$ cat src/rtl/rle_pkg.sv
// Shared types and constants for the run-length pixel decoder.
package rle_pkg;

  typedef enum logic [1:0] {
    CMD      = 2'd0,
    LEN      = 2'd1,
    EMIT     = 2'd2,
    LINE_END = 2'd3
  } rle_state_e;

  // A length byte of zero means "run to end of line".
  localparam logic [7:0] RUN_FILL     = 8'd0;
  localparam int         RUN_FLAG_BIT = 7;

  function automatic logic [7:0] rl3_pixel(input logic [2:0] c);
    return {5'b0, c};
  endfunction

endpackage

$ cat src/rtl/pixelstream.sv
// Byte/pixel stream: write=valid, pixel=data, strobe=consume; a beat moves when write && strobe.
interface pixelstream;
  logic       write;
  logic [7:0] pixel;
  logic       strobe;

  modport source (output write, output pixel, input strobe);
  modport sink   (input write, input pixel, output strobe);
endinterface

$ cat src/rtl/rle_out_reg.sv
// One-entry output holding register; data appears one cycle after load_i.
// Holds pixel stable while rdy_i is low; can_load_o allows a new load in the cycle the old one leaves.
module rle_out_reg (
  input  logic       clk,
  input  logic       reset_n,
  input  logic       flush_i,
  input  logic       load_i,
  input  logic [7:0] load_dat_i,
  input  logic       rdy_i,
  output logic       can_load_o,
  output logic       vld_o,
  output logic [7:0] dat_o
);

  logic       vld_q, vld_d;
  logic [7:0] dat_q, dat_d;

  assign can_load_o = !vld_q || rdy_i;

  always_comb begin
    vld_d = vld_q;
    dat_d = dat_q;
    if (flush_i) begin
      vld_d = 1'b0;
    end else if (load_i) begin
      vld_d = 1'b1;
      dat_d = load_dat_i;
    end else if (rdy_i) begin
      vld_d = 1'b0;
    end
  end

  always_ff @(posedge clk) begin
    if (!reset_n) begin
      vld_q <= 1'b0;
      dat_q <= 8'd0;
    end else begin
      vld_q <= vld_d;
      dat_q <= dat_d;
    end
  end

  assign vld_o = vld_q;
  assign dat_o = dat_q;

endmodule

$ cat src/rtl/rle_pixel_decoder.sv
// Expands RL7 (and RL3 when RLE_RL3_EN is defined) coded lines into one pixel per transfer,
// clipping runs at line end; registered output, 1 pixel/clk sustained, stalls on out.strobe=0.
module rle_pixel_decoder
  import rle_pkg::*;
#(
  parameter int LINE_W = 10
) (
  input  logic              clk,
  input  logic              reset_n,
  input  logic              start_line,
  input  logic [LINE_W-1:0] line_pixels,
  input  logic              rl3,
  pixelstream.sink          in,
  pixelstream.source        out,
  output logic              line_done
);

  rle_state_e        state_q, state_d;
  logic [LINE_W-1:0] remaining_q, remaining_d, rem_dec;
  logic [7:0]        run_q, run_d, col_q, col_d, byte_in, load_dat, out_dat;
  logic              load, can_load, flush, strobe_c, run_step, out_vld;

`ifdef RLE_RL3_EN
  logic       rl3_q, phase_b_q, phase_b_d;
  logic [2:0] colb_q, colb_d;
`else
  logic unused_rl3;
  assign unused_rl3 = rl3;
`endif

  assign byte_in = in.pixel;
  assign rem_dec = (remaining_q == '0) ? '0 : remaining_q - LINE_W'(1);

  always_comb begin
    state_d     = state_q;
    remaining_d = remaining_q;
    run_d       = run_q;
    col_d       = col_q;
    load        = 1'b0;
    load_dat    = col_q;
    flush       = 1'b0;
    strobe_c    = 1'b0;
    run_step    = 1'b0;
`ifdef RLE_RL3_EN
    phase_b_d   = phase_b_q;
    colb_d      = colb_q;
`endif
    if (start_line) begin
      flush       = 1'b1;
      remaining_d = line_pixels;
      run_d       = 8'd0;
      state_d     = (line_pixels == '0) ? LINE_END : CMD;
`ifdef RLE_RL3_EN
      phase_b_d   = 1'b0;
`endif
    end else begin
      case (state_q)
        CMD: begin
          // Literal bytes emit their first pixel straight away so single pixels stream back to back.
          strobe_c = can_load;
          if (in.write && can_load) begin
            col_d = {1'b0, byte_in[6:0]};
`ifdef RLE_RL3_EN
            if (rl3_q) begin
              col_d  = rl3_pixel(byte_in[6:4]);
              colb_d = byte_in[2:0];
            end
`endif
            if (byte_in[RUN_FLAG_BIT]) begin
              state_d = LEN;
            end else begin
              load        = 1'b1;
              load_dat    = col_d;
              remaining_d = rem_dec;
              state_d     = (rem_dec == '0) ? LINE_END : CMD;
`ifdef RLE_RL3_EN
              if (rl3_q && rem_dec != '0) begin
                run_d     = 8'd1;
                phase_b_d = 1'b1;
                state_d   = EMIT;
              end
`endif
            end
          end
        end
        LEN: begin
          strobe_c = 1'b1;
          if (in.write) begin
            run_d   = byte_in;
            state_d = EMIT;
          end
        end
        EMIT: begin
          if (can_load) begin
            load        = 1'b1;
            remaining_d = rem_dec;
            run_step    = 1'b1;
`ifdef RLE_RL3_EN
            if (rl3_q) begin
              run_step  = phase_b_q;
              phase_b_d = !phase_b_q;
              if (phase_b_q) load_dat = rl3_pixel(colb_q);
            end
`endif
            // run == RUN_FILL never counts down, so it lasts until the line is full.
            if (run_step && run_q != RUN_FILL) run_d = run_q - 8'd1;
            if (rem_dec == '0) state_d = LINE_END;
            else if (run_step && run_q == 8'd1) state_d = CMD;
          end
        end
        default: ;
      endcase
    end
  end

  always_ff @(posedge clk) begin
    if (!reset_n) begin
      state_q     <= LINE_END;
      remaining_q <= '0;
      run_q       <= 8'd0;
      col_q       <= 8'd0;
    end else begin
      state_q     <= state_d;
      remaining_q <= remaining_d;
      run_q       <= run_d;
      col_q       <= col_d;
    end
  end

`ifdef RLE_RL3_EN
  always_ff @(posedge clk) begin
    if (!reset_n) begin
      rl3_q     <= 1'b0;
      phase_b_q <= 1'b0;
      colb_q    <= 3'd0;
    end else begin
      if (start_line) rl3_q <= rl3;
      phase_b_q <= phase_b_d;
      colb_q    <= colb_d;
    end
  end
`endif

  rle_out_reg u_out (
    .clk        (clk),
    .reset_n    (reset_n),
    .flush_i    (flush),
    .load_i     (load),
    .load_dat_i (load_dat),
    .rdy_i      (out.strobe),
    .can_load_o (can_load),
    .vld_o      (out_vld),
    .dat_o      (out_dat)
  );

  assign out.write = out_vld;
  assign out.pixel = out_dat;
  assign in.strobe = strobe_c && reset_n;
  assign line_done = (state_q == LINE_END);

endmodule

$ cat src/flat_wrapper.sv
// flat-port wrapper written by rule: the top's interface ports become plain ports
module rle_pixel_decoder_flat import rle_pkg::*;
#(
  parameter int LINE_W = 10
)
  (clk, reset_n, start_line, line_pixels, rl3, line_done, in_write, in_pixel, in_strobe, out_write, out_pixel, out_strobe);
  pixelstream in_i ();
  pixelstream out_i ();
  input  logic clk;
  input  logic reset_n;
  input  logic start_line;
  input  logic [LINE_W-1:0] line_pixels;
  input  logic rl3;
  output logic line_done;
  input wire logic [$bits(in_i.write)-1:0] in_write;
  input wire logic [$bits(in_i.pixel)-1:0] in_pixel;
  output wire logic [$bits(in_i.strobe)-1:0] in_strobe;
  output wire logic [$bits(out_i.write)-1:0] out_write;
  output wire logic [$bits(out_i.pixel)-1:0] out_pixel;
  input wire logic [$bits(out_i.strobe)-1:0] out_strobe;
  assign in_i.write = in_write;
  assign in_i.pixel = in_pixel;
  assign in_strobe = in_i.strobe;
  assign out_write = out_i.write;
  assign out_pixel = out_i.pixel;
  assign out_i.strobe = out_strobe;
  rle_pixel_decoder #(.LINE_W(LINE_W)) u_core (.clk(clk), .reset_n(reset_n), .start_line(start_line), .line_pixels(line_pixels), .rl3(rl3), .in(in_i), .out(out_i), .line_done(line_done));
endmodule
$ cat config.mk
export PLATFORM = sky130hd
export DESIGN_NAME = rle_pixel_decoder_flat
export DESIGN_NICKNAME = d
export VERILOG_FILES = /design/src/rtl/rle_pkg.sv /design/src/rtl/pixelstream.sv /design/src/rtl/rle_out_reg.sv /design/src/rtl/rle_pixel_decoder.sv /design/src/flat_wrapper.sv
export SDC_FILE = /design/constraint.sdc
export NUM_CORES = 1
export LEC_CHECK = 0
export ABC_AREA = 1
export ABC_CLOCK_PERIOD_IN_PS = 2440
export BUFFER_PORTS_ARGS = -buffer_cell sky130_fd_sc_hd__buf_2
export CAP_MARGIN = 15
export CORE_MARGIN = 2
export CORE_UTILIZATION = 50
export CTS_BUF_LIST = sky130_fd_sc_hd__clkbuf_16
export DETAILED_ROUTE_END_ITERATION = 6
export GPL_TIMING_DRIVEN = 1
export HOLD_SLACK_MARGIN = 0.02
export PLACE_DENSITY = 0.72
export SLEW_MARGIN = 40
export SYNTH_ARGS = -nofsm -noshare
export SYNTH_HDL_FRONTEND = slang
export SYNTH_SLANG_ARGS = --single-unit
$ cat constraint.sdc
create_clock -name clk -period 2.44 [get_ports clk]
set_input_delay 0.244 -clock clk [delete_from_list [all_inputs] [get_ports clk]]
set_output_delay 0.244 -clock clk [all_outputs]
set_load 0.03 [all_outputs]
# ---- After elaboration in Yosys (flattened, before gate mapping)
# Cells that the tools add are included.
dict set report word_totals {
  inputBits 24
  output_inout_bits 11
  reg_bits 36
  word_cells 77
}
dict set report classes {
  eq_ne 12
  n_reduce_logical 20
  n_mux 34
  n_bitwise 3
  add_sub_neg 2
}
# operator n
set ops {}
lappend ops {{10-bit two-way mux} 5}
lappend ops {{8-bit two-way mux} 6}
lappend ops {{10-bit zero test} 3}
lappend ops {{10-bit case mux with 2 select lines} 1}
lappend ops {{2-bit two-way mux} 9}
lappend ops {{8-bit case mux with 2 select lines} 1}
lappend ops {{10-bit by 1-bit subtractor with 10-bit output, second input constant} 1}
lappend ops {{8-bit by 1-bit == test with 1-bit output, second input constant} 1}
lappend ops {{1-bit two-way mux} 8}
lappend ops {{4-bit AND reduction} 2}
lappend ops {{8-bit nonzero test} 1}
lappend ops {{8-bit by 1-bit subtractor with 8-bit output, second input constant} 1}
lappend ops {{7-bit two-way mux} 1}
lappend ops {{3-bit by 2-bit inequality test with 1-bit output, second input constant} 2}
lappend ops {{3-bit inequality test, second input constant} 2}
lappend ops {{2-bit case mux with 3 select lines} 1}
lappend ops {{5-bit AND reduction} 1}
lappend ops {{2-bit == test, second input constant} 2}
lappend ops {{2-bit by 1-bit inequality test with 1-bit output, second input constant} 2}
lappend ops {{4-bit by 2-bit inequality test with 1-bit output, second input constant} 1}
lappend ops {{1-bit case mux with 2 select lines} 2}
lappend ops {{2-bit nonzero test} 2}
lappend ops {{4-bit nonzero test} 1}
lappend ops {{2-bit OR reduction} 2}
lappend ops {{10 further kinds} 13}

# ---- Longest topological paths before layout
# Gate-level depths: netlist (run 1).
dict set report depth {
  depth_word 8
  mapped_depth 16
  depth_no_buf 16
}

# ---- By module
# A second synthesis (run 1) with hierarchy kept.
dict set report hier_totals {
  hier_cells 368
  area_unflattened_um2 2361.0
}
# module cells_each seq_area_each_um2 n_inst area_each_um2
set by_module_without_submodules {}
lappend by_module_without_submodules {rle_pixel_decoder 310 540.5 1 1969.4}
lappend by_module_without_submodules {rle_out_reg 58 180.2 1 391.6}

# ---- Least setup slack after synthesis (run 1)
# No wires, ideal clock.
dict set report synth_timing {
  path_kind {reg-to-reg}
  startpoint {register u_core.remaining_q[0]}
  endpoint {register u_core.state_q[0]}
  path_buffers 1
  synth_period_minus_slack_ps 1913
  stages_incl_launch_ff 17
  path_slack_ps 527
  arrival_time_ps 1791
  setup_ps 122
  required_ps 2318
  cell_sequence {dfxtp_1 -> inv_1 -> ha_1 -> nand2_1 -> nor2_4 -> nand3_4 -> buf_6 -> o21ai_4 -> nand3_2 -> nor2_2 -> nand2_1 -> nand2_1 -> nand2_2 -> clkinv_2 -> nand3_2 -> nand2_1 -> nand2_1}
}
dict set report synth_via {
  elab_chain_len 8
  word_cells_on_any_way 13
  classes_between {1 x add/sub; 1 x eq/ne; 8 x mux; 3 x reduce/logical}
}
# item line_no
set synth_lines {}
lappend synth_lines {{start, declared} rle_pixel_decoder.sv:19} ;# logic [LINE_W-1:0] remaining_q, remaining_d, rem_dec;
lappend synth_lines {{start signal, assigned} rle_pixel_decoder.sv:124} ;# remaining_q <= remaining_d;
lappend synth_lines {{10-bit by 1-bit subtractor with 10-bit output / 10-bit zero test (equally long branches)} rle_pixel_decoder.sv:32} ;# assign rem_dec = (remaining_q == '0) ? '0 : remaining_q - LINE_W'(1);
lappend synth_lines {{10-bit two-way mux *} rle_pixel_decoder.sv:32}
lappend synth_lines {{10-bit zero test *} {rle_pixel_decoder.sv:75, rle_pixel_decoder.sv:107}}
lappend synth_lines {{2-bit two-way mux} rle_pixel_decoder.sv:75} ;# state_d = (rem_dec == '0) ? LINE_END : CMD;
lappend synth_lines {{2-bit two-way mux} rle_pixel_decoder.sv:69} ;# if (byte_in[RUN_FLAG_BIT]) begin
lappend synth_lines {{2-bit two-way mux} rle_pixel_decoder.sv:61} ;# if (in.write && can_load) begin
lappend synth_lines {{2-bit case mux with 3 select lines} rle_pixel_decoder.sv:57} ;# case (state_q)
lappend synth_lines {{2-bit two-way mux} rle_pixel_decoder.sv:48} ;# if (start_line) begin
lappend synth_lines {{end signal, assigned} rle_pixel_decoder.sv:123} ;# state_q <= state_d;
lappend synth_lines {{end, declared} rle_pixel_decoder.sv:18} ;# rle_state_e state_q, state_d;
# Mark *: on every way between the ends. The rest lies on a longest branch, timed or not. The select of a mux whose other input is x is not followed.
# A chain may end at the register's enable or synchronous reset.

# ---- Worst setup path in the final report (run 1)
# Ends and elaborated chain as after synthesis.

==> results.md, run 1 <==
- Status: finished clean
- Multi-input logic area: 1250 um2
- Die H: 70.3 um
- Share of cells above drive strength 1: 17.8%
- Fmax: 456 MHz
- Cts hold-fix bufs: 0
- Sequential power share: 26.9%
- Die area: 4940 um2
- Synthesized Nets: 366
- Largest net degree at the start of global routing: 18
- Critical Path Source Type: flop
- Drt total wl: 5500 um
- TritonCTS clock tree: yes
- Number of synthesized register bits: 35
- Via density: 5.42
- Area delta synth->final: 17.7%
- GP Congestion: 0.857
- WP buf/inv: 2
- DR WL/cell: 13.0 um
- Initial core utilization: 51.1%
- Max_cap viols: 0
- WP data arrival: 2.37 ns
- Setup Skew: 0.00353 ns
- First-pass GRT wire length: 9550 um
- Synthesized area: 2200 um2
- Total gr overflow: 0
- CP max stage cell: dfxtp_1
- Seq/Total Area, Yosys: 31.9%
- Worst VDD drop: 0.516 mV
- Worst path cell trace: inv_1 -> ha_2 -> nand2_1 -> nor2_4 -> nand3_4 -> nand2_1 -> nand3_2 -> nor2_2 -> nand2_1 -> nand2_1 -> nand2_2 -> clkinv_2 -> nand3_2 -> nand2_1 -> nand2_1
- Max incr delay on CP: 0.32 ns
- Setup violators final: 0
- CP top delay family: simple AND/OR/NAND/NOR gates
- Post-synthesis cell count: 335
- Internal: 1.67 mW
- CTS buffer count: 5
- Placed insts: 414
- TritonRoute pass-1 iters: 5
- Register area: 701 um2
- Setup total negative slack: 0 ns
- ANT nets after route: 0
- Layout Nets: 400
- Switching Fraction: 44.3%
- Critical Path End Type: flop
- Period Utilization, post-route: 90.0%
- Most frequent CP cell: nand2_1
- Slew Limit Fails: 0
- Warnings from Yosys: 0
- Number of DRC markers in iteration 0: 213
- Post-Route Utilization: 60.2%
- DP HPWL: 3980 um
- IO Count: 35
- Commonest non-fill, non-tap cells in the layout: nand2_1 (63), inv_1 (43), nor2_1 (42)
- Measured slew at the worst slew-check pin: 0.503 ns
- Max clock buf depth: 2
- Die X: 70.3 um
- # fillers: 415
- Lkg Pwr: 1.21 nW
- I/O Buffers: 32
- Clock Pin Slew Worst Setup and Hold Paths: 0.06 ns
- Final Hold Fails: 0
- Critical path class: flop to flop
- Headroom to the max-slew limit: 66.4%
- PD cells: 1160 nW/um2
- Drc violations: 0
- Clk root buf: clkbuf_16
- Worst-path fanout max: 14
- Core footprint: 4290 um2
- Period minus WS final: 2.20 ns
- RSZ-0062 raised after global routing: no
- Clock power frac: 25.2%
- Initial antenna violation count: 0
- Clock latency on the worst-skew pair: 0.28 ns
- # H-tree levels: 2
- Num rows: 24
- Most common cell after layout, fill and taps aside: nand2_1
- Finished Layout Cells: 422
- Required @ worst endpoint: 2.61 ns
- DR vias: 2,288
- Worst hold path class: input port to flop
- Cell variety after synth: 33
- CTS Sinks: 35
- N_diodes: 0
- GR Util All Layers: 24.1%
- NetSw: 1.32 mW
- Syn avg cell area: 6.55 um2
- Number of global-route vias before repair: 2,145
- Combinational share of power: 47.8%
==> cell usage after synthesis (all sizes together) <==
master / count / area (um2)
a31oi: 7 / 43.8
conb: 1 / 3.75
nand2: 65 / 249
nor3: 2 / 10.0
o211ai: 3 / 22.5
ha: 7 / 87.6
a221oi: 7 / 61.3
buf: 6 / 38.8
clkbuf: 5 / 18.8
nor4: 1 / 6.26
dfxtp: 35 / 701
o221ai: 1 / 8.76
nor2: 46 / 193
clkinv: 2 / 8.75
nand4: 5 / 31.3
o21ai: 35 / 194
inv: 47 / 176
nand3: 29 / 178
xor2: 2 / 17.5
and3: 1 / 6.26
a21oi: 28 / 140
==> worst register-to-register path: cells and delay by family, from the launching register on <==
family	cells	cell delay, ns
buffers and inverters	2	0.27
flip-flops	1	0.32
adder cells (fa/ha/maj)	1	0.27
AND/OR/NAND/NOR	12	1.20
==> cell type report <==
type,instances,share of cell area (%)
multi-input combinational,240,48.6
sequential,35,27.1
timing repair buffer,38,7.94
inverter,49,7.17
clock buffer,5,4.84
tap,52,2.52
clock inverter,3,1.84
==> flip-flops by register name, summed over array words and instances, names as in the netlist <==
register,count
u_core.col_q,7
u_core.state_q,2
u_core.u_out.vld_o,1
u_core.run_q,8
u_core.u_out.dat_o,7
u_core.remaining_q,10
==> path summary, 6_finish.rpt <==
kind                    startpoint                end  slack [ns]  depth (start not counted)
max reg2reg  u_core.remaining_q[0]  u_core.state_q[0]        0.24                         15
max          u_core.remaining_q[0]  u_core.state_q[0]        0.24                         15
min                    in_pixel[2]    u_core.col_q[2]        0.24                          3
min reg2reg        u_core.run_q[7]    u_core.run_q[7]        0.47                          2
==> per-stage QoR <==
| stage | setup slack, ns | hold slack, ns | instance area [um2] | power [mW] |
|---|---|---|---|---|
| floorplan | 0.527 | 0.382 | 2200 | 1.92 |
| detailed placement | 0.266 | 0.463 | 2410 | 2.21 |
| global route | 0.0215 | 0.266 | 2580 | 3.25 |
| global placement | 0.312 | 0.462 | 2410 | 2.20 |
| CTS | 0.229 | 0.232 | 2580 | 2.98 |
| finish | 0.245 | 0.236 | 2580 | 2.99 |
==> power groups by stage <==
stage / logic [mW] / clock network, mW / registers [mW]
3_5_place_dp: 1.40 / 0 / 0.813
5_1_grt: 1.64 / 0.789 / 0.823
4_1_cts: 1.42 / 0.765 / 0.804
6_report: 1.43 / 0.755 / 0.806
2_1_floorplan: 1.11 / 0 / 0.816
3_3_place_gp: 1.38 / 0 / 0.814
==> cell families (layout without fill, tap and decap cells) <==
kind of cell	after synthesis	in the layout	share of synthesized area, %
XOR/XNOR	2	2	0.798
flip-flops	35	35	31.9
other	1	1	0.171
AND/OR/NAND/NOR	149	149	30.7
adder cells (fa/ha/maj)	7	7	3.99
AO/OA/AOI/OAI	81	81	21.4
buffers and inverters	60	95	11.1
==> per-layer routing <==
metal,vias to the layer above,GRT usage (%),wire length (um)
li1,1179,-,-
met1,1003,30.7,2420
met2,93,38.5,2570
met3,13,4.47,352
met4,0,12.6,152
met5,-,0,0
==> timing repair <==
item | 4_1_cts | 5_1_grt
resized for setup | 0 | 1
setup endpoints to repair | 0 | 1
endpoints found under the hold margin | 0 | 0
setup buffers | 0 | 0
(Power assumes the default switching activity.)
==> inputs of run 2 (changes only) <==
--- a/config.mk
+++ b/config.mk
@@ -14,9 +14,9 @@
 export CTS_BUF_LIST = sky130_fd_sc_hd__clkbuf_16
 export DETAILED_ROUTE_END_ITERATION = 6
 export GPL_TIMING_DRIVEN = 1
-export HOLD_SLACK_MARGIN = 0.02
-export PLACE_DENSITY = 0.72
+export PLACE_DENSITY = 0.83
 export SLEW_MARGIN = 40
 export SYNTH_ARGS = -nofsm -noshare
 export SYNTH_HDL_FRONTEND = slang
 export SYNTH_SLANG_ARGS = --single-unit
+export TNS_END_PERCENT = 100
==> run 2 against run 1 <==
Clock power shrank 16%. Worst setup slack gained 0.065 ns. Die area is the same. Register-to-register slack gained 0.07 ns. Critical endpoint unchanged. Critical path depth is the same. Final area shrank 1.7%.
==> results.md, run 2 (synthesis gave the netlist of run 1 again) <==
- Status: finished clean (unchanged)
- TritonRoute pass-1 iters: 4 (was 5)
- Commonest non-fill, non-tap cells in the layout: nand2_1 (63), inv_1 (42), nor2_1 (42) (was nand2_1 (63), inv_1 (43), nor2_1 (42))
- DP HPWL: 3960 um (was 3980 um)
- Placed insts: 412 (was 414)
- Combinational share of power: 49.5% (was 47.8%)
- DR WL/cell: 13.2 um (was 13.0 um)
- Die X: 70.3 um (unchanged)
- CTS buffer count: 5 (unchanged)
- Period minus WS final: 2.13 ns (was 2.20 ns)
- Lkg Pwr: 1.18 nW (was 1.21 nW)
- # fillers: 417 (was 415)
- Register area: 701 um2 (unchanged)
- Critical Path Source Type: flop (unchanged)
- Origin of the critical flop-to-flop path: u_core.remaining_q[0] (unchanged)
- TritonCTS clock tree: yes (unchanged)
- Layout Nets: 398 (was 400)
- Share of cells above drive strength 1: 17.4% (was 17.8%)
- Die area: 4940 um2 (unchanged)
- Drt total wl: 5550 um (was 5500 um)
- Top flop regs: u_core.remaining_q (10), u_core.run_q (8) (unchanged)
- N_diodes: 0 (unchanged)
- CTS Sinks: 35 (unchanged)
- Internal: 1.55 mW (was 1.67 mW)
- Critical Path End Type: flop (unchanged)
- Worst hold path class: input port to flop (unchanged)
- Fmax: 470 MHz (was 456 MHz)
- Clock latency on the worst-skew pair: 0.28 ns (about the same)
- Period Utilization, post-route: 87.3% (was 90.0%)
- Max_cap viols: 0 (unchanged)
- ANT nets after route: 0 (unchanged)
- Sequential power share: 28.2% (was 26.9%)
- Initial antenna violation count: 0 (unchanged)
- Switching Fraction: 46.0% (was 44.3%)
- Setup Skew: 0.00284 ns (was 0.00353 ns)
- Finished Layout Cells: 420 (was 422)
- Clk root buf: clkbuf_16 (unchanged)
- Min-Delay Startpoint: in_pixel[2] (unchanged)
- Max clock buf depth: 2 (unchanged)
- Worst reg2reg setup slack: 0.31 ns (was 0.24 ns)
- NetSw: 1.32 mW (about the same)
- Drc violations: 0 (unchanged)
- Number of DRC markers in iteration 0: 179 (was 213)
- Max reg flops: 10 (unchanged)
- IO Count: 35 (unchanged)
- Area delta synth->final: 15.6% (was 17.7%)
- Via density: 5.60 (was 5.42)
- I/O Buffers: 32 (unchanged)
- RSZ-0062 raised after global routing: no (unchanged)
- Setup Buffers After CTS: 0 (unchanged)
- # H-tree levels: 2 (unchanged)
- Num rows: 24 (unchanged)
- Final Hold Fails: 0 (unchanged)
- Largest net degree at the start of global routing: 18 (unchanged)
- Number of global-route vias before repair: 2,226 (was 2,145)
- GP Congestion: 0.840 (was 0.857)
- Critical path class: flop to flop (unchanged)
- PD cells: 1130 nW/um2 (was 1160 nW/um2)
- Hold path depth: 3 (unchanged)
- Clock power frac: 22.2% (was 25.2%)
- Required @ worst endpoint: 2.62 ns (was 2.61 ns)
- Worst-path fanout max: 14 (unchanged)
- DR vias: 2,354 (was 2,288)
- Worst hold endpoint: u_core.col_q[2] (unchanged)
- Most common cell after layout, fill and taps aside: nand2_1 (unchanged)
- First-pass GRT wire length: 9540 um (was 9550 um)
- Slew Limit Fails: 0 (unchanged)
- Reg2reg path depth: 15 (unchanged)
- Initial core utilization: 51.1% (unchanged)
- Clock Pin Slew Worst Setup and Hold Paths: 0.06 ns (about the same)
- Worst VDD drop: 0.496 mV (was 0.516 mV)
- Setup violators final: 0 (unchanged)
- Setup total negative slack: 0 ns (unchanged)
- WP data arrival: 2.31 ns (was 2.37 ns)
- GR Util All Layers: 23.8% (was 24.1%)
- R2R Path End: u_core.state_q[0] (unchanged)
- Die H: 70.3 um (unchanged)
- Largest reg by FF count: u_core.remaining_q (unchanged)
- Core footprint: 4290 um2 (unchanged)
- Multi-input logic area: 1250 um2 (about the same)
- Total gr overflow: 0 (unchanged)
[run 2: worst max-delay path, stage by stage (launching register included)]
cell and delay, ns:
dfxtp_1 0.32, inv_2 0.13, ha_1 0.25, nand2_1 0.11, nor2_4 0.15, nand3_4 0.20, nand2_1 0.16, nand3_2 0.08
nor2_2 0.14, nand2_1 0.11, nand2_1 0.08, nand2_2 0.07, clkinv_2 0.06, nand3_2 0.06, nand2_1 0.06, nand2_1 0.04
[run 2: routing by layer]
layer | track usage [%] | vias up | share of wire (%)
li1 | - | 1170 | -
met1 | 27.5 | 1099 | 42
met2 | 42.1 | 73 | 50
met3 | 5.19 | 12 | 6.0
met4 | 9.83 | 0 | 2.2
met5 | 0 | - | 0
[run 2: worst max path at each step]
stage / slack [ns] / startpoint / endpoint / depth (start not counted)
global placement: 0.33 / u_core.remaining_q[0] / u_core.state_q[0] / 15
floorplan: 0.53 / u_core.remaining_q[0] / u_core.state_q[0] / 16
detailed placement: 0.27 / u_core.remaining_q[0] / u_core.state_q[0] / 15
CTS: 0.21 / u_core.remaining_q[0] / u_core.state_q[0] / 15
global route: 0.11 / u_core.remaining_q[0] / u_core.state_q[0] / 15
finish: 0.31 / u_core.remaining_q[0] / u_core.state_q[0] / 15
[run 2: what timing repair did]
item                                    4_1_cts  5_1_grt
hold endpoints to repair                      0        0
resized for setup                             0        1
hold buffers                                  0        0
endpoints found under the setup margin        0        1
[run 2: final cells by class]
cell class              instances  area share (%)
multi-input cells             240            49.3
flip-flops and latches         35            27.6
repair buffers                 36            7.49
inverters                      49            7.29
clock buffers                   5            4.93
well taps                      52            2.56
clock inverters                 3           0.789
[run 2: through the flow]
stage / util [%] / hold slack, ns / total power [mW] / area, um2 / worst slack, ns
2_1_floorplan: - / 0.382 / 1.92 / 2200 / 0.527
3_3_place_gp: 55.7 / 0.455 / 2.17 / 2390 / 0.329
3_5_place_dp: 55.7 / 0.469 / 2.20 / 2390 / 0.274
4_1_cts: 59.1 / 0.231 / 2.86 / 2540 / 0.214
5_1_grt: 59.1 / 0.250 / 3.10 / 2540 / 0.105
6_report: 59.1 / 0.230 / 2.87 / 2540 / 0.310
[run 2: power groups by stage]
stage / registers (mW) / logic (mW) / clock network [mW]
4_1_cts: 0.804 / 1.41 / 0.648
5_1_grt: 0.822 / 1.62 / 0.668
2_1_floorplan: 0.816 / 1.11 / 0
3_3_place_gp: 0.810 / 1.36 / 0
6_report: 0.809 / 1.42 / 0.637
3_5_place_dp: 0.813 / 1.39 / 0
==> inputs of run 3 (changes only) <==
--- a/config.mk
+++ b/config.mk
@@ -9,12 +9,14 @@
 export ABC_CLOCK_PERIOD_IN_PS = 2440
 export BUFFER_PORTS_ARGS = -buffer_cell sky130_fd_sc_hd__buf_2
 export CAP_MARGIN = 15
+export CELL_PAD_IN_SITES_DETAIL_PLACEMENT = 0
+export CELL_PAD_IN_SITES_GLOBAL_PLACEMENT = 2
 export CORE_MARGIN = 2
-export CORE_UTILIZATION = 50
+export CORE_UTILIZATION = 30
 export CTS_BUF_LIST = sky130_fd_sc_hd__clkbuf_16
 export DETAILED_ROUTE_END_ITERATION = 6
 export GPL_TIMING_DRIVEN = 1
-export PLACE_DENSITY = 0.83
+export PLACE_DENSITY = 0.89
 export SLEW_MARGIN = 40
 export SYNTH_ARGS = -nofsm -noshare
 export SYNTH_HDL_FRONTEND = slang
==> run 3 against run 2 <==
Worst setup slack improved by 0.051 ns. Final area is 4.9% higher. Highest routed layer unchanged. Flip-flop and latch count did not move. Die area rose by 62%. Routed wire length up 9.4%. Sequential power decreased by 0.7%. Cell count grew 12%. Largest cell class unchanged. Largest power group unchanged. Critical path type unchanged. Hold slack gained 0.0035 ns. Core utilization decreased by 22 points. Clock power up 19%. Via count fell by 4.0%.
==> results.md, run 3 (synthesis gave the netlist of run 1 again) <==
- Status: finished clean (unchanged)
- Drt total wl: 6070 um (was 5550 um)
- Clk root buf: clkbuf_16 (unchanged)
- Worst-path fanout max: 14 (unchanged)
- Setup violators final: 0 (unchanged)
- # H-tree levels: 2 (unchanged)
- Fmax: 481 MHz (was 470 MHz)
- NetSw: 1.34 mW (was 1.32 mW)
- DP HPWL: 4540 um (was 3960 um)
- Number of global-route vias before repair: 2,096 (was 2,226)
- Die H: 89.6 um (was 70.3 um)
- Critical Path End Type: flop (unchanged)
- # fillers: 802 (was 417)
- First-pass GRT wire length: 9860 um (was 9540 um)
- Required @ worst endpoint: 2.61 ns (was 2.62 ns)
- Largest reg by FF count: u_core.remaining_q (unchanged)
- Combinational share of power: 48.5% (was 49.5%)
- Setup Buffers After CTS: 0 (unchanged)
- Slew Limit Fails: 0 (unchanged)
- WP buf/inv: 2 (unchanged)
- Worst path cell trace: inv_1 -> ha_1 -> nand2_1 -> nor2_4 -> nand3_4 -> nand3_1 -> nand2_2 -> nor2_4 -> nand2_1 -> nand2_1 -> nand2_2 -> clkinv_2 -> nand3_2 -> nand2_1 -> nand2_1 (was inv_2 -> ha_1 -> nand2_1 -> nor2_4 -> nand3_4 -> nand2_1 -> nand3_2 -> nor2_2 -> nand2_1 -> nand2_1 -> nand2_2 -> clkinv_2 -> nand3_2 -> nand2_1 -> nand2_1)
- Top flop regs: u_core.remaining_q (10), u_core.run_q (8) (unchanged)
- DR WL/cell: 12.9 um (was 13.2 um)
- CTS buffer count: 5 (unchanged)
- Share of cells above drive strength 1: 18.2% (was 17.4%)
- Critical path class: flop to flop (unchanged)
- N_diodes: 0 (unchanged)
- IO Count: 35 (unchanged)
- Total gr overflow: 0 (unchanged)
- Period minus WS final: 2.08 ns (was 2.13 ns)
- Critical Path Source Type: flop (unchanged)
- Setup total negative slack: 0 ns (unchanged)
- Period Utilization, post-route: 85.2% (was 87.3%)
- Total power: 3.04 mW (was 2.87 mW)
- WP data arrival: 2.25 ns (was 2.31 ns)
- Clock power frac: 25.0% (was 22.2%)
- ANT nets after route: 0 (unchanged)
- Switching Fraction: 44.2% (was 46.0%)
- Max clock buf depth: 2 (unchanged)
- Die area: 8020 um2 (was 4940 um2)
- PD cells: 1140 nW/um2 (was 1130 nW/um2)
- Internal: 1.69 mW (was 1.55 mW)
- Max reg flops: 10 (unchanged)
- Cts hold-fix bufs: 0 (unchanged)
- Setup Skew: 0.00573 ns (was 0.00284 ns)
- Clock latency on the worst-skew pair: 0.28 ns (about the same)
- CP top delay family: simple AND/OR/NAND/NOR gates (unchanged)
- Number of DRC markers in iteration 0: 79 (was 179)
- Final Hold Fails: 0 (unchanged)
- TritonRoute pass-1 iters: 4 (unchanged)
- Worst hold path class: input port to flop (unchanged)
- CTS Sinks: 35 (unchanged)
- Worst VDD drop: 0.381 mV (was 0.496 mV)
- Max incr delay on CP: 0.31 ns (was 0.32 ns)
- Largest net degree at the start of global routing: 18 (unchanged)
- GR Util All Layers: 16.0% (was 23.8%)
- Via density: 4.79 (was 5.60)
- CTS resizes: 0 (unchanged)
- Commonest non-fill, non-tap cells in the layout: nand2_1 (63), inv_1 (43), nor2_1 (42) (was nand2_1 (63), inv_1 (42), nor2_1 (42))
- RSZ-0062 raised after global routing: no (unchanged)
- Layout Nets: 403 (was 398)
- Num rows: 31 (was 24)
- Post-Route Utilization: 37.1% (was 59.1%)
- Core footprint: 7180 um2 (was 4290 um2)
- Most common cell after layout, fill and taps aside: nand2_1 (unchanged)
- Die X: 89.6 um (was 70.3 um)
- Initial antenna violation count: 0 (unchanged)
- Sequential power share: 26.4% (was 28.2%)
- DR vias: 2,260 (was 2,354)
- Area delta synth->final: 21.3% (was 15.6%)
- Clock Pin Slew Worst Setup and Hold Paths: 0.06 ns (about the same)
- CP max stage cell: dfxtp_1 (unchanged)
- Lkg Pwr: 1.23 nW (was 1.18 nW)
- GP Congestion: 0.759 (was 0.840)
- Most frequent CP cell: nand2_1 (unchanged)
- Initial core utilization: 30.6% (was 51.1%)
- TritonCTS clock tree: yes (unchanged)
- Drc violations: 0 (unchanged)
- I/O Buffers: 32 (unchanged)
- Max_cap viols: 0 (unchanged)
[run 3: cell count changes in the layout (fill, tap and decap cells not counted)]
cell,previous run,this run
buf_4,4,9
bufinv_16,0,1
clkinv_2,2,1
clkinv_4,0,1
clkinvlp_4,2,0
inv_1,42,43
inv_2,5,4
inv_6,0,1
[run 3: per-stage QoR]
stage / worst slack [ns] / hold slack (ns) / cells / instance area, um2
2_1_floorplan: 0.527 / 0.382 / 335 / 2200
3_3_place_gp: 0.398 / 0.454 / 464 / 2490
3_5_place_dp: 0.374 / 0.458 / 464 / 2490
4_1_cts: 0.360 / 0.231 / 472 / 2660
5_1_grt: 0.176 / 0.262 / 472 / 2660
6_report: 0.361 / 0.234 / 472 / 2660
[run 3: power groups by stage]
| stage | Combinational (mW) | Clock, mW | Sequential, mW |
|---|---|---|---|
| floorplan | 1.11 | 0 | 0.816 |
| global placement | 1.46 | 0 | 0.812 |
| detailed placement | 1.47 | 0 | 0.811 |
| CTS | 1.48 | 0.785 | 0.801 |
| global route | 1.67 | 0.806 | 0.822 |
| finish | 1.47 | 0.761 | 0.803 |
[run 3: tightest hold or removal path: cells and delay by family]
kind / cells / cell delay, ns
AO/OA/AOI/OAI: 1 / 0.11
buffers and inverters: 2 / 0.12
[run 3: worst paths after layout]
path	startpoint	end	slack, ns	cells after the start
worst max-delay path	u_core.remaining_q[1]	u_core.state_q[0]	0.36	15
worst max register to register	u_core.remaining_q[1]	u_core.state_q[0]	0.36	15
worst min register to register	u_core.run_q[7]	u_core.run_q[7]	0.47	2
worst min-delay path	in_pixel[2]	u_core.col_q[2]	0.23	3
[run 3: routing by layer]
layer / wire [um] / global-route usage, % / up-vias / share of wire [%]
met5: 0 / 0 / - / 0
met4: 50 / 4.21 / 0 / 0.82
met3: 242 / 2.95 / 6 / 4.0
met2: 2770 / 26.0 / 47 / 46
met1: 3010 / 21.7 / 1019 / 50
li1: - / - / 1188 / -
[run 3: final cells by class]
cell class	count	area (um2)	area share, %
clock buffer	5	125	4.70
clock inverter	3	47.5	1.79
inverter	49	185	6.95
multi-input combinational	240	1250	47.0
sequential	35	701	26.3
tap	99	124	4.65
timing repair buffer	41	228	8.55
